File: src/rtl/fft_sample_framer.sv
`default_nettype none
// +------------------------------------------------------------------------+
// | fft_sample_framer: double-buffered 16-sample framer feeding the FFT.    |
// | Revision: 1.0                                                           |
// +------------------------------------------------------------------------+
module fft_sample_framer #(
  parameter int N        = 16,
  parameter int SAMPLE_W = 16
) (
  input  logic                               clk,
  input  logic                               reset,
  input  logic [SAMPLE_W-1:0]                sample_in,
  input  logic                               sample_valid,
  input  logic                               fft_done,
  output logic [N-1:0][2*SAMPLE_W-1:0]       frame,
  output logic                               fft_start,
  output logic                               busy,
  output logic                               overrun,
  output logic [7:0]                         drop_count
);

  localparam int              CNT_W  = $clog2(N);
  localparam logic [CNT_W-1:0] C_LAST = CNT_W'(N - 1);

  logic [SAMPLE_W-1:0] bank_q [2][N];
  logic [SAMPLE_W-1:0] bank_d [2][N];
  logic [CNT_W-1:0]    fill_cnt_q, fill_cnt_d;
  logic                fill_bank_q, fill_bank_d;
  logic                out_bank_q, out_bank_d;
  logic                busy_q, busy_d;
  logic                pending_q, pending_d;
  logic                done_q, done_d;
  logic                fft_start_q, fft_start_d;
  logic                overrun_q, overrun_d;
  logic [7:0]          drop_count_q, drop_count_d;

  logic w_done_edge, w_accept, w_drop, w_complete, w_launch_now, w_launch_pend, w_launch;

  always_comb begin
    // A done edge only matters while the FFT actually holds a frame.
    w_done_edge   = fft_done & ~done_q & busy_q;
    w_accept      = sample_valid & ~pending_q;
    w_drop        = sample_valid & pending_q;
    w_complete    = w_accept && (fill_cnt_q == C_LAST);
    w_launch_now  = w_complete & (~busy_q | w_done_edge);
    w_launch_pend = w_done_edge & pending_q;
    w_launch      = w_launch_now | w_launch_pend;

    bank_d       = bank_q;
    fill_cnt_d   = fill_cnt_q;
    fill_bank_d  = fill_bank_q;
    out_bank_d   = out_bank_q;
    busy_d       = busy_q;
    pending_d    = pending_q;
    done_d       = fft_done;
    fft_start_d  = w_launch;
    overrun_d    = w_drop;
    drop_count_d = drop_count_q;

    if (w_accept) begin
      bank_d[fill_bank_q][fill_cnt_q] = sample_in;
      fill_cnt_d = w_complete ? '0 : fill_cnt_q + 1'b1;
    end

    if (w_launch) begin
      out_bank_d  = fill_bank_q;
      fill_bank_d = ~fill_bank_q;
      busy_d      = 1'b1;
    end else if (w_done_edge) begin
      busy_d = 1'b0;
    end

    if (w_launch_pend) begin
      pending_d = 1'b0;
    end else if (w_complete && !w_launch_now) begin
      pending_d = 1'b1;
    end

    if (w_drop && drop_count_q != 8'hFF) begin
      drop_count_d = drop_count_q + 8'd1;
    end
  end

  // out_bank starts on the idle bank so the first frame's fill stays hidden
  // until it launches; both banks are zero after reset.
  always_ff @(posedge clk or negedge reset) begin
    if (!reset) begin
      for (int b = 0; b < 2; b++) begin
        for (int i = 0; i < N; i++) begin
          bank_q[b][i] <= '0;
        end
      end
      fill_cnt_q   <= '0;
      fill_bank_q  <= 1'b0;
      out_bank_q   <= 1'b1;
      busy_q       <= 1'b0;
      pending_q    <= 1'b0;
      done_q       <= 1'b0;
      fft_start_q  <= 1'b0;
      overrun_q    <= 1'b0;
      drop_count_q <= '0;
    end else begin
      bank_q       <= bank_d;
      fill_cnt_q   <= fill_cnt_d;
      fill_bank_q  <= fill_bank_d;
      out_bank_q   <= out_bank_d;
      busy_q       <= busy_d;
      pending_q    <= pending_d;
      done_q       <= done_d;
      fft_start_q  <= fft_start_d;
      overrun_q    <= overrun_d;
      drop_count_q <= drop_count_d;
    end
  end

  for (genvar gi = 0; gi < N; gi++) begin : g_frame
    assign frame[gi] = {bank_q[out_bank_q][gi], {SAMPLE_W{1'b0}}};
  end

  assign fft_start  = fft_start_q;
  assign busy       = busy_q;
  assign overrun    = overrun_q;
  assign drop_count = drop_count_q;

endmodule
`default_nettype wire
File: config.mk
export PLATFORM = sky130hd
export DESIGN_NAME = fft_sample_framer
export DESIGN_NICKNAME = d
export VERILOG_FILES = /design/src/rtl/fft_sample_framer.sv
export SDC_FILE = /design/constraint.sdc
export NUM_CORES = 1
export LEC_CHECK = 0
export ABC_CLOCK_PERIOD_IN_PS = 2750
export CAP_MARGIN = 15
export CORE_MARGIN = 3
export CORE_UTILIZATION = 56
export DETAILED_ROUTE_END_ITERATION = 8
export PLACE_DENSITY = 0.87
export SLEW_MARGIN = 20
export SYNTH_ARGS = -nofsm -noshare
export SYNTH_HDL_FRONTEND = slang
export SYNTH_SLANG_ARGS = --single-unit
File: constraint.sdc
create_clock -name clk -period 2.75 [get_ports clk]
set_input_delay 0.275 -clock clk [delete_from_list [all_inputs] [get_ports clk]]
set_output_delay 0.275 -clock clk [all_outputs]
set_load 0.01 [all_outputs]
# Word-level counts from Yosys, hierarchy flattened
# Index checks and enable logic that the tools add are counted.
# totals
reg_bits	531
input_bits	20
elab_cells	86
# classes
addsub	2
magnitude_cmp	5
eq_ne	2
muxes	13
bitwise	15
reduce_logical	8
# ops
op	n
$mux W256	4
$bwmux W512	1
$demux W256 S1	1
$demux W16 S4	1
$mux W16	1
$add A8 B1 Y8 const B	1
$ne A8 B8 Y1 const B	1
$and A1 B1 Y1	6
$ge A5 B5 Y1 const B	1
$logic_and A1 B1 Y1	5
$lt A5 B1 Y1 const B	1
$not A4 Y5	1
$add A4 B1 Y4 const B	1
$eq A4 B4 Y1 const B	1
$ge A2 B2 Y1 const B	2
$mux W1	4
$mux W4	1
$not A1 Y1	4
$not A1 Y2	2
$reduce_bool A2 Y1	2
$lt A2 B1 Y1 const B	1
$or A1 B1 Y1	2
$logic_not A1 Y1	1

# Longest topological paths before layout
# Gate-level depths: netlist (run 1).
# logic_depth
ltp_word	9
ltp_mapped	8

# Worst setup path before layout (run 1)
# No wires, ideal clock.
# synth_timing
kind	reg-to-output
startpoint	reg out_bank_q
endpoint	out frame[116] (netlist bit)
t_arrival_ns	1.656
path_slack_ns	0.819
stages_incl_launch_ff	5
path_buffers	3
path_cell_list	dfstp_2 clkbuf_1 clkbuf_1 clkbuf_1 mux2_2
# synth_rtl
element	line_no	rtl
start, declared	29	logic out_bank_q, out_bank_d;
start signal, assigned	106	out_bank_q <= out_bank_d;
end, declared	15	output logic [N-1:0][2*SAMPLE_W-1:0] frame,

==> insert_results.sql, run 1 <==
INSERT INTO impl_metrics (metric_group, metric, value, unit) VALUES
('status', 'outcome', 'finished with violations', ''),
('status', 'failing_checks', 'negative setup slack', ''),
('layout', 'areaGrowthSynthToFinish', '18.6', '%'),
('drt', 'routed_length_per_placed_instance', '22.8', 'um'),
('sta', 'finClkSkew', '0.0177', 'ns'),
('critical_path', 'path_buf_inv', '3', ''),
('clocking', 'clock_pin_slew_worst_setup_and_hold_paths', '0.06', 'ns'),
('clocking', 'worst_skew_pair.late_latency', '0.59', 'ns'),
('floorplanning', 'top_level_ports', '543', ''),
('critical_path', 'crit_path_end_kind', 'output pin', ''),
('sta', 'setup-tns-final', '-0.137', 'ns'),
('layout', 'fillCellCount', '3022', ''),
('drt', 'first_pass_iters', '5', ''),
('clocking', 'cts.root.buffer_cell', 'sky130_fd_sc_hd__clkbuf_16', ''),
('critical_path', 'critical_path.max_fanout', '18', ''),
('critical_path', 'worst_setup_path_start_kind', 'register', ''),
('critical_path', 'worst-r2r-setup-slack', '0.52', 'ns'),
('sta', 'maxSlewHeadroom', '36.8', '%'),
('drt', 'detail_route.vias_per_cell', '5.34', ''),
('sta', 'worstMarginPinSlew', '0.948', 'ns'),
('worst_hold_path', 'hp-class', 'primary input to register', ''),
('layout', 'most_common_cell_after_layout_fill_and_taps_aside', 'sky130_fd_sc_hd__mux2_2', ''),
('synth', 'syn_area', '25500', 'um^2'),
('placed_design', 'placement.cell_area', '28200', 'um^2'),
('clocking', 'cts_inserted_buffers', '54', ''),
('power_and_ir_drop', 'pwr_density', '1100', 'nW/um^2'),
('drt', 'route.antenna.remaining_nets', '0', ''),
('placed_design', 'numPortBuffers', '286', ''),
('sta', 'finalWorstPathRequiredPeriod', '2.79', 'ns'),
('clocking', 'htree_num_levels', '2', ''),
('placed_design', 'dp_worst_setup_slack', '0.263', 'ns'),
('grt', 'grt_util_all_layers', '25.0', '%'),
('power_and_ir_drop', 'internal-power', '22.7', 'mW'),
('critical_path', 'critPathMaxStageDelay', '0.71', 'ns'),
('synth', 'synth_seq_area_share', '52.1', '%'),
('power_and_ir_drop', 'power.share.sequential', '37.5', '%'),
('critical_path', 'cp.required', '2.48', 'ns'),
('power_and_ir_drop', 'power.ir.vdd_worst', '624', 'uV'),
('grt', 'grt_start_max_net_pins', '88', ''),
('layout', 'seq_area', '13300', 'um^2'),
('floorplanning', 'fp.coreArea', '44600', 'um^2'),
('drt', 'dr.first_iter.drc_count', '791', ''),
('grt', 'grt_overflow_total', '0', ''),
('grt', 'grt_pass1_wl', '92100', 'um'),
('power_and_ir_drop', 'switching_share', '31.6', '%'),
('clocking', 'clockBufferDepth', '3', ''),
('sta', 'rsz0062_at_grt', 'true', ''),
('power_and_ir_drop', 'p_comb_share', '40.8', '%'),
('layout', 'layout-drive-gt1-share', '43.6', '%'),
('critical_path', 'cp.arrival', '2.51', 'ns'),
('power_and_ir_drop', 'cellLeakagePower', '16.6', 'nW'),
('synth', 'synthesis.instances', '1796', ''),
('floorplanning', 'std_cell_rows', '77', ''),
('synth', 'synth.area.top_cells', 'sky130_fd_sc_hd__dfrtp_1, sky130_fd_sc_hd__mux2_2, sky130_fd_sc_hd__buf_4', ''),
('drt', 'total_length_of_routed_wires', '62100', 'um'),
('sta', 'final_critical_path_setup_slack', '-0.0397', 'ns'),
('floorplanning', 'die_w', '219', 'um'),
('sta', 'setup-violations-final', '5', ''),
('synth', 'synthDistinctLibCells', '50', ''),
('synth', 'ys_seq_elements', '531', ''),
('layout', 'number_of_diodes_added_for_antenna_fixing', '0', ''),
('flow_run', 'max_cap_violations', '0', ''),
('drt', 'routed-via-count', '14600', ''),
('synth', 'post-synth-top-area-cell', 'sky130_fd_sc_hd__dfrtp_1', ''),
('placed_design', 'place_hpwl', '40100', 'um'),
('floorplanning', 'die_h', '219', 'um'),
('power_and_ir_drop', 'clock_group_share_of_total_power', '21.7', '%'),
('grt', 'number_of_global_route_vias_before_repair', '15500', ''),
('layout', 'finalNetCount', '2122', ''),
('grt', 'antenna_found_initial', '1', ''),
('power_and_ir_drop', 'netSwitchingPower', '10.5', 'mW');
==> state kept, by name, indices dropped and copies added, names as in the netlist <==
name	cells
fill_bank_q	1
fft_start	1
done_q	1
drop_count	8
overrun	1
fill_cnt_q	4
busy	1
bank_q	512
pending_q	1
out_bank_q	1
==> logic make-up after synthesis <==
kind of cell,count (synthesis),synth area share [%]
multiplexers,770,34.4
flip-flops,531,52.1
buffers and inverters,379,10.1
AND/OR/NAND/NOR,88,2.51
AO/OA/AOI/OAI,19,0.442
adder cells (fa/ha/maj),5,0.245
XOR/XNOR,3,0.103
other,1,0.0147
==> per-stage QoR <==
stage          power [mW]  hold slack [ns]  instances
2_1_floorplan        20.2          -0.0206       2051
3_3_place_gp         26.0            0.358       2619
3_5_place_dp         26.6            0.375       2619
4_1_cts              33.4            0.149       2722
5_1_grt              34.9            0.166       2727
6_report             33.2            0.191       2727
==> worst paths after layout <==
path / from / end / depth (start not counted)
min reg2reg: bank_q[22] / bank_q[22] / 1
max in group asynchronous: reset / bank_q[59] / 3
max: out_bank_q / frame[341] / 4
min in group asynchronous: reset / bank_q[177] / 2
max reg2reg: pending_q / bank_q[212] / 4
min: fft_done / done_q / 1
==> power groups by stage <==
stage | sequential (mW) | combinational (mW) | clock (mW)
floorplan | 11.9 | 8.32 | 0
global placement | 12.2 | 13.7 | 0
detailed placement | 12.5 | 14.0 | 0
CTS | 12.4 | 13.6 | 7.33
global route | 12.8 | 14.4 | 7.70
finish | 12.5 | 13.5 | 7.20
==> final cells by class <==
type | instances | area share, %
clock inverter | 11 | 0.467
clock buffer | 83 | 5.29
inverter | 4 | 0.0496
timing repair buffer | 365 | 12.7
tap | 592 | 2.45
multi-input combinational | 1141 | 35.1
sequential | 531 | 43.9
==> synth_stat cells (all sizes together) <==
| cell type | number |
|---|---|
| mux2 | 770 |
| dfrtp | 530 |
| buf | 314 |
| clkbuf | 61 |
| nand2 | 34 |
| nor2 | 19 |
| nor2b | 8 |
| a21oi | 7 |
| nand3 | 7 |
| ha | 5 |
| o21ai | 5 |
| and3 | 4 |
| inv | 4 |
| nand3b | 3 |
| nor3 | 3 |
| nor3b | 3 |
| a31oi | 2 |
| nand2b | 2 |
| xnor2 | 2 |
| a21boi | 1 |
| and2 | 1 |
| and4 | 1 |
| conb | 1 |
| dfstp | 1 |
| nand4 | 1 |
| nor4 | 1 |
| o211ai | 1 |
| o21a | 1 |
| o22a | 1 |
| o41ai | 1 |
| or3 | 1 |
| xor2 | 1 |
==> per-layer routing <==
metal,vias to the layer above,GRT usage (%),wire [um]
li1,6350,-,-
met1,7698,33.0,25800
met2,425,42.5,31400
met3,88,4.53,3420
met4,0,7.37,1440
met5,-,0,0
==> worst reg2reg max path, stage by stage (launching register included) <==
cell and delay (ns):
sky130_fd_sc_hd__dfrtp_1 0.50, sky130_fd_sc_hd__nand2b_2 0.24, sky130_fd_sc_hd__or3_1 0.54, sky130_fd_sc_hd__nor2_8 0.44, sky130_fd_sc_hd__mux2_2 0.40
==> repair_timing <==
action | CTS | global route
gates resized for setup | 142 | 155
cloned | 2 | 3
setup endpoints to repair | 245 | 113
endpoints found under the hold margin | 74 | 0
buffers inserted | 6 | 2
hold buffers | 1 | 0
Power figures use the tool's default switching activity.
==> run 2: changes to the inputs <==
--- a/config.mk
+++ b/config.mk
@@ -11,6 +11,8 @@
 export CORE_UTILIZATION = 56
 export DETAILED_ROUTE_END_ITERATION = 8
 export PLACE_DENSITY = 0.87
+export SKIP_CTS_REPAIR_TIMING = 1
+export SKIP_LAST_GASP = 1
 export SLEW_MARGIN = 20
 export SYNTH_ARGS = -nofsm -noshare
 export SYNTH_HDL_FRONTEND = slang
==> run 2 against run 1 <==
Effect of this change:
- the flow still finishes with violations (negative setup slack)
- sequential cell count unchanged
- non-clock buffer count is 3 higher
- design area up 0.58%
- sequential share of layout area is 0.25 points lower
- register-to-register slack improved by 0.02 ns
- via count grew 0.54%
- cell count is 0.11% higher
- critical endpoint is now frame[249]
- critical path type unchanged
==> insert_results.sql, run 2 (synthesis gave the netlist of run 1 again) <==
INSERT INTO impl_metrics (metric_group, metric, value, unit) VALUES
('floorplanning', 'fp.coreArea', '44600', 'um^2'),
('sta', 'rsz0062_at_grt', 'true', ''),
('clocking', 'clock_pin_slew_worst_setup_and_hold_paths', '0.06', 'ns'),
('layout', 'areaGrowthSynthToFinish', '19.3', '%'),
('power_and_ir_drop', 'pwr_density', '1120', 'nW/um^2'),
('drt', 'drc', '0', ''),
('layout', 'fillCellCount', '2955', ''),
('placed_design', 'numPortBuffers', '286', ''),
('placed_design', 'dp_worst_setup_slack', '0.263', 'ns'),
('power_and_ir_drop', 'cellLeakagePower', '15.9', 'nW'),
('drt', 'routed_length_per_placed_instance', '22.8', 'um'),
('layout', 'layout-drive-gt1-share', '42.9', '%'),
('clocking', 'worst_skew_pair.late_latency', '0.59', 'ns'),
('sta', 'setup-violations-final', '132', ''),
('placed_design', 'place_hpwl', '40100', 'um'),
('sta', 'worstMarginPinSlew', '0.946', 'ns'),
('grt', 'antenna_found_initial', '1', ''),
('status', 'outcome', 'finished with violations', ''),
('drt', 'first_pass_iters', '5', ''),
('grt', 'number_of_global_route_vias_before_repair', '15500', ''),
('clocking', 'cts_inserted_buffers', '54', ''),
('layout', 'finalNetCount', '2125', ''),
('sta', 'report.final.hold_viol_count', '0', ''),
('clocking', 'clock_tree_from_tritoncts', 'done', ''),
('layout', 'final_cell_mix', 'sky130_fd_sc_hd__mux2_2, sky130_fd_sc_hd__dfrtp_1, sky130_fd_sc_hd__conb_1, sky130_fd_sc_hd__clkdlybuf4s50_1, sky130_fd_sc_hd__dlymetal6s2s_1', ''),
('sta', 'max_freq', '350', 'MHz'),
('layout', 'most_common_cell_after_layout_fill_and_taps_aside', 'sky130_fd_sc_hd__mux2_2', ''),
('grt', 'grt_util_all_layers', '24.8', '%'),
('critical_path', 'worst_setup_path_start_kind', 'register', ''),
('grt', 'grt_pass1_wl', '91500', 'um'),
('placed_design', 'finalWeightedCongestion', '0.782', ''),
('clocking', 'cts.sinks', '531', ''),
('floorplanning', 'initial_core_util', '57.2', '%'),
('grt', 'grt_overflow_total', '0', ''),
('layout', 'number_of_diodes_added_for_antenna_fixing', '0', ''),
('layout', 'largest_register_ff_count', '512', ''),
('sta', 'finalCritPeriodShare', '104', '%'),
('floorplanning', 'die_h', '219', 'um'),
('status', 'failing_checks', 'negative setup slack', ''),
('layout', 'largest_register', 'bank_q', ''),
('sta', 'final_critical_path_setup_slack', '-0.108', 'ns'),
('floorplanning', 'die_area', '48100', 'um^2'),
('critical_path', 'criticalPathCategory', 'register to output pin', ''),
('critical_path', 'crit_path_end_kind', 'output pin', ''),
('critical_path', 'cp.arrival', '2.58', 'ns'),
('flow_run', 'max_cap_violations', '0', ''),
('critical_path', 'critical_path.max_fanout', '17', ''),
('power_and_ir_drop', 'power.ir.vdd_worst', '720', 'uV'),
('drt', 'total_length_of_routed_wires', '62100', 'um'),
('drt', 'route.antenna.remaining_nets', '0', ''),
('grt', 'grt_start_max_net_pins', '88', ''),
('sta', 'final-max-slew-violation-count', '0', ''),
('sta', 'finalWorstPathRequiredPeriod', '2.86', 'ns'),
('clocking', 'htree_num_levels', '2', ''),
('worst_hold_path', 'hp-class', 'primary input to register', ''),
('floorplanning', 'die_w', '219', 'um'),
('drt', 'routed-via-count', '14600', ''),
('drt', 'detail_route.vias_per_cell', '5.36', ''),
('floorplanning', 'top_level_ports', '543', ''),
('sta', 'finClkSkew', '0.0197', 'ns'),
('clocking', 'cts.root.buffer_cell', 'sky130_fd_sc_hd__clkbuf_16', ''),
('sta', 'maxSlewHeadroom', '36.9', '%'),
('drt', 'dr.first_iter.drc_count', '788', ''),
('power_and_ir_drop', 'finalPower', '34.1', 'mW'),
('critical_path', 'cp.required', '2.48', 'ns'),
('clocking', 'clockBufferDepth', '3', ''),
('floorplanning', 'std_cell_rows', '77', '');
==> run 2: cell types whose count changed in the layout (fill, tap and decap cells not counted), sizes merged <==
| cell | change |
|---|---|
| buf | +1 |
| bufbuf | -1 |
| clkbuf | -12 |
| clkdlybuf4s15 | -7 |
| clkdlybuf4s50 | +161 |
| dlygate4sd2 | -115 |
| dlymetal6s2s | -24 |
==> run 2: metal layers <==
metal	global-route usage, %	wire, um	part of all wire, %
met1	32.5	25500	41
met2	42.2	31500	51
met3	4.62	3650	5.9
met4	7.43	1510	2.4
met5	0	0	0
==> run 2: path summary, 6_finish.rpt <==
kind | startpoint | endpoint | slack, ns | depth (start not counted)
setup / recovery | out_bank_q | frame[249] | -0.11 | 4
hold / removal | fft_done | done_q | 0.19 | 1
setup reg to reg | pending_q | bank_q[196] | 0.54 | 4
hold reg to reg | bank_q[299] | bank_q[299] | 0.48 | 1
max in group asynchronous | reset | bank_q[59] | 1.40 | 3
min in group asynchronous | reset | bank_q[177] | 0.31 | 2
==> run 2: critical path: stages (launching register included) <==
cell,delay (ns)
sky130_fd_sc_hd__dfstp_4,0.69
sky130_fd_sc_hd__buf_4,0.20
sky130_fd_sc_hd__clkbuf_16,0.22
sky130_fd_sc_hd__mux2_2,0.39
sky130_fd_sc_hd__clkdlybuf4s50_1,0.49
==> run 2: power by group <==
part           internal (mW)  switching [mW]
Clock                   4.19            3.02
Sequential              10.9            1.58
Combinational           8.49            5.95
==> run 2: final cells by class <==
cell class | instances | area, um^2 | share of cell area, %
Inverter | 4 | 15.0 | 0.0493
Timing Repair Buffer | 368 | 4040 | 13.3
Tap cell | 592 | 741 | 2.43
Clock buffer | 83 | 1600 | 5.26
Multi-Input combinational cell | 1141 | 10600 | 34.8
Clock inverter | 11 | 141 | 0.465
Sequential cell | 531 | 13300 | 43.7
==> run 2: through the flow <==
stage / util [%] / hold slack, ns / setup TNS, ns / area [um^2] / cells
3_5_place_dp: 63.1 / 0.375 / 0 / 28200 / 2619
5_1_grt: 68.2 / 0.166 / -15.84 / 30400 / 2730
3_3_place_gp: 63.1 / 0.358 / 0 / 28200 / 2619
6_report: 68.2 / 0.187 / -5.82 / 30400 / 2730
4_1_cts: 67.0 / -0.276 / -33.52 / 29900 / 2713
2_1_floorplan: - / -0.0206 / 0 / 26500 / 2051
==> run 3: changes to the inputs <==
--- a/config.mk
+++ b/config.mk
@@ -8,9 +8,9 @@
 export ABC_CLOCK_PERIOD_IN_PS = 2750
 export CAP_MARGIN = 15
 export CORE_MARGIN = 3
-export CORE_UTILIZATION = 56
+export CORE_UTILIZATION = 45
 export DETAILED_ROUTE_END_ITERATION = 8
-export PLACE_DENSITY = 0.87
+export PLACE_DENSITY = 0.72
 export SKIP_CTS_REPAIR_TIMING = 1
 export SKIP_LAST_GASP = 1
 export SLEW_MARGIN = 20
==> run 3 against run 2 <==
Effect of this change:
- the flow still finishes with violations (negative setup slack)
- register-to-register slack gained 0.10 ns
- sequential power is essentially flat
- first-iteration DRC count shrank 26%
- via count shrank 2.6%
- clock skew grew 0.011 ns
- global-route usage shrank 5.0 points
- setup slack lost 0.035 ns
- core utilization shrank 13 points
- largest power group unchanged
- highest routed layer unchanged
==> insert_results.sql, run 3 (synthesis gave the netlist of run 1 again) <==
INSERT INTO impl_metrics (metric_group, metric, value, unit) VALUES
('sta', 'setup-tns-final', '-10.95', 'ns'),
('sta', 'report.final.hold_viol_count', '0', ''),
('sta', 'finalCritPeriodShare', '105', '%'),
('drt', 'first_pass_iters', '4', ''),
('clocking', 'clockBufferDepth', '3', ''),
('layout', 'areaGrowthSynthToFinish', '20.8', '%'),
('drt', 'total_length_of_routed_wires', '61400', 'um'),
('sta', 'setup-violations-final', '188', ''),
('floorplanning', 'die_w', '244', 'um'),
('layout', 'largest_register_ff_count', '512', ''),
('sta', 'final-max-slew-violation-count', '0', ''),
('placed_design', 'place_hpwl', '40800', 'um'),
('sta', 'finalWorstPathRequiredPeriod', '2.89', 'ns'),
('drt', 'routed-via-count', '14300', ''),
('grt', 'grt_pass1_wl', '91600', 'um'),
('placed_design', 'post-place-cells', '2769', ''),
('grt', 'antenna_found_initial', '1', ''),
('drt', 'drc', '0', ''),
('layout', 'final_area', '30800', 'um^2'),
('floorplanning', 'top_level_ports', '543', ''),
('clocking', 'clock_pin_slew_worst_setup_and_hold_paths', '0.06', 'ns'),
('grt', 'number_of_global_route_vias_before_repair', '14900', ''),
('layout', 'largest_register', 'bank_q', ''),
('status', 'failing_checks', 'negative setup slack', ''),
('layout', 'most_common_cell_after_layout_fill_and_taps_aside', 'sky130_fd_sc_hd__mux2_2', ''),
('clocking', 'cts.sinks', '531', ''),
('clocking', 'cts_inserted_buffers', '56', ''),
('critical_path', 'cp.required', '2.48', 'ns'),
('drt', 'routed_length_per_placed_instance', '21.2', 'um'),
('sta', 'finClkSkew', '0.0304', 'ns'),
('clocking', 'worst_skew_pair.late_latency', '0.61', 'ns'),
('status', 'outcome', 'finished with violations', ''),
('floorplanning', 'die_h', '244', 'um'),
('sta', 'max_freq', '346', 'MHz'),
('placed_design', 'dp_worst_setup_slack', '0.189', 'ns'),
('clocking', 'cts.root.buffer_cell', 'sky130_fd_sc_hd__clkbuf_16', ''),
('power_and_ir_drop', 'power.ir.vdd_worst', '645', 'uV'),
('placed_design', 'numPortBuffers', '286', ''),
('worst_hold_path', 'hp-class', 'primary input to register', ''),
('sta', 'rsz0062_at_grt', 'true', ''),
('layout', 'fillCellCount', '4531', ''),
('sta', 'worstMarginPinSlew', '0.870', 'ns'),
('critical_path', 'worst_path_max_delay_cell', 'sky130_fd_sc_hd__dfstp_4', ''),
('clocking', 'htree_num_levels', '2', ''),
('clocking', 'clock_tree_from_tritoncts', 'done', ''),
('placed_design', 'finalWeightedCongestion', '0.784', ''),
('power_and_ir_drop', 'pwr_density', '1130', 'nW/um^2'),
('grt', 'grt_util_all_layers', '19.8', '%'),
('power_and_ir_drop', 'cellLeakagePower', '15.3', 'nW'),
('floorplanning', 'fp.coreArea', '55600', 'um^2'),
('critical_path', 'crit_path_end_kind', 'output pin', ''),
('grt', 'grt_start_max_net_pins', '87', ''),
('placed_design', 'placement.cell_area', '28400', 'um^2'),
('sta', 'final_critical_path_setup_slack', '-0.144', 'ns'),
('layout', 'post_layout_nonfiller_instances', '2891', ''),
('critical_path', 'critPathMaxStageDelay', '0.67', 'ns'),
('floorplanning', 'initial_core_util', '45.8', '%'),
('layout', 'final_cell_mix', 'sky130_fd_sc_hd__mux2_2, sky130_fd_sc_hd__dfrtp_1, sky130_fd_sc_hd__conb_1, sky130_fd_sc_hd__clkdlybuf4s50_1, sky130_fd_sc_hd__clkbuf_16', ''),
('drt', 'dr.first_iter.drc_count', '586', ''),
('critical_path', 'worst_setup_path_start_kind', 'register', ''),
('flow_run', 'max_cap_violations', '0', ''),
('critical_path', 'criticalPathCategory', 'register to output pin', ''),
('drt', 'route.antenna.remaining_nets', '0', ''),
('power_and_ir_drop', 'finalPower', '34.9', 'mW'),
('sta', 'hold_ws', '0.143', 'ns'),
('floorplanning', 'std_cell_rows', '86', ''),
('critical_path', 'worst-r2r-setup-slack', '0.64', 'ns'),
('critical_path', 'cp.arrival', '2.62', 'ns'),
('grt', 'grt_overflow_total', '0', ''),
('floorplanning', 'die_area', '59600', 'um^2'),
('layout', 'layout-drive-gt1-share', '43.6', '%'),
('layout', 'finalCoreUtilization', '55.4', '%'),
('layout', 'number_of_diodes_added_for_antenna_fixing', '0', ''),
('critical_path', 'critical_path.max_fanout', '12', ''),
('sta', 'maxSlewHeadroom', '42.0', '%'),
('layout', 'finalNetCount', '2122', ''),
('drt', 'detail_route.vias_per_cell', '4.93', ''),
('critical_path', 'path_cells', 'buf_16 > buf_12 > clkbuf_16 > mux2_2 > clkdlybuf4s50_1', '');
-- run 3: final timing paths --
| kind | startpoint | endpoint | cells past startpoint |
|---|---|---|---|
| max in group asynchronous | reset | bank_q[250] | 4 |
| min | fft_done | done_q | 1 |
| max reg2reg | fill_cnt_q[2] | bank_q[196] | 3 |
| min reg2reg | bank_q[11] | bank_q[11] | 1 |
| max | out_bank_q | frame[414] | 5 |
| min in group asynchronous | reset | drop_count[3] | 2 |
-- run 3: cell type report --
cell class | count | area, um^2 | area share (%)
Clock inverter | 27 | 394 | 1.28
Clock buffer | 77 | 1590 | 5.16
Tap cell | 748 | 936 | 3.04
Inverter | 4 | 15.0 | 0.0487
Multi-Input combinational cell | 1141 | 10600 | 34.4
Sequential cell | 531 | 13300 | 43.2
Timing Repair Buffer | 363 | 3980 | 12.9
-- run 3: routing by layer --
layer | global-route usage [%] | vias to the layer above | routed length, um
met5 | 0 | - | 0
met2 | 34.0 | 384 | 30600
met4 | 4.66 | 0 | 968
li1 | - | 6342 | -
met3 | 3.88 | 69 | 3470
met1 | 26.1 | 7462 | 26300
-- run 3: critical path, delay by kind of cell (launching register included) --
kind	cells	cell delay, ns
multiplexers	1	0.36
buffers and inverters	4	0.95
flip-flops	1	0.67
-- run 3: power breakdown --
part           leakage, nW  switching, mW  internal, mW
registers             6.97           1.50          10.9
clock network        0.973           3.19          4.82
logic                 7.39           5.95          8.60
total                 15.3           10.6          24.3
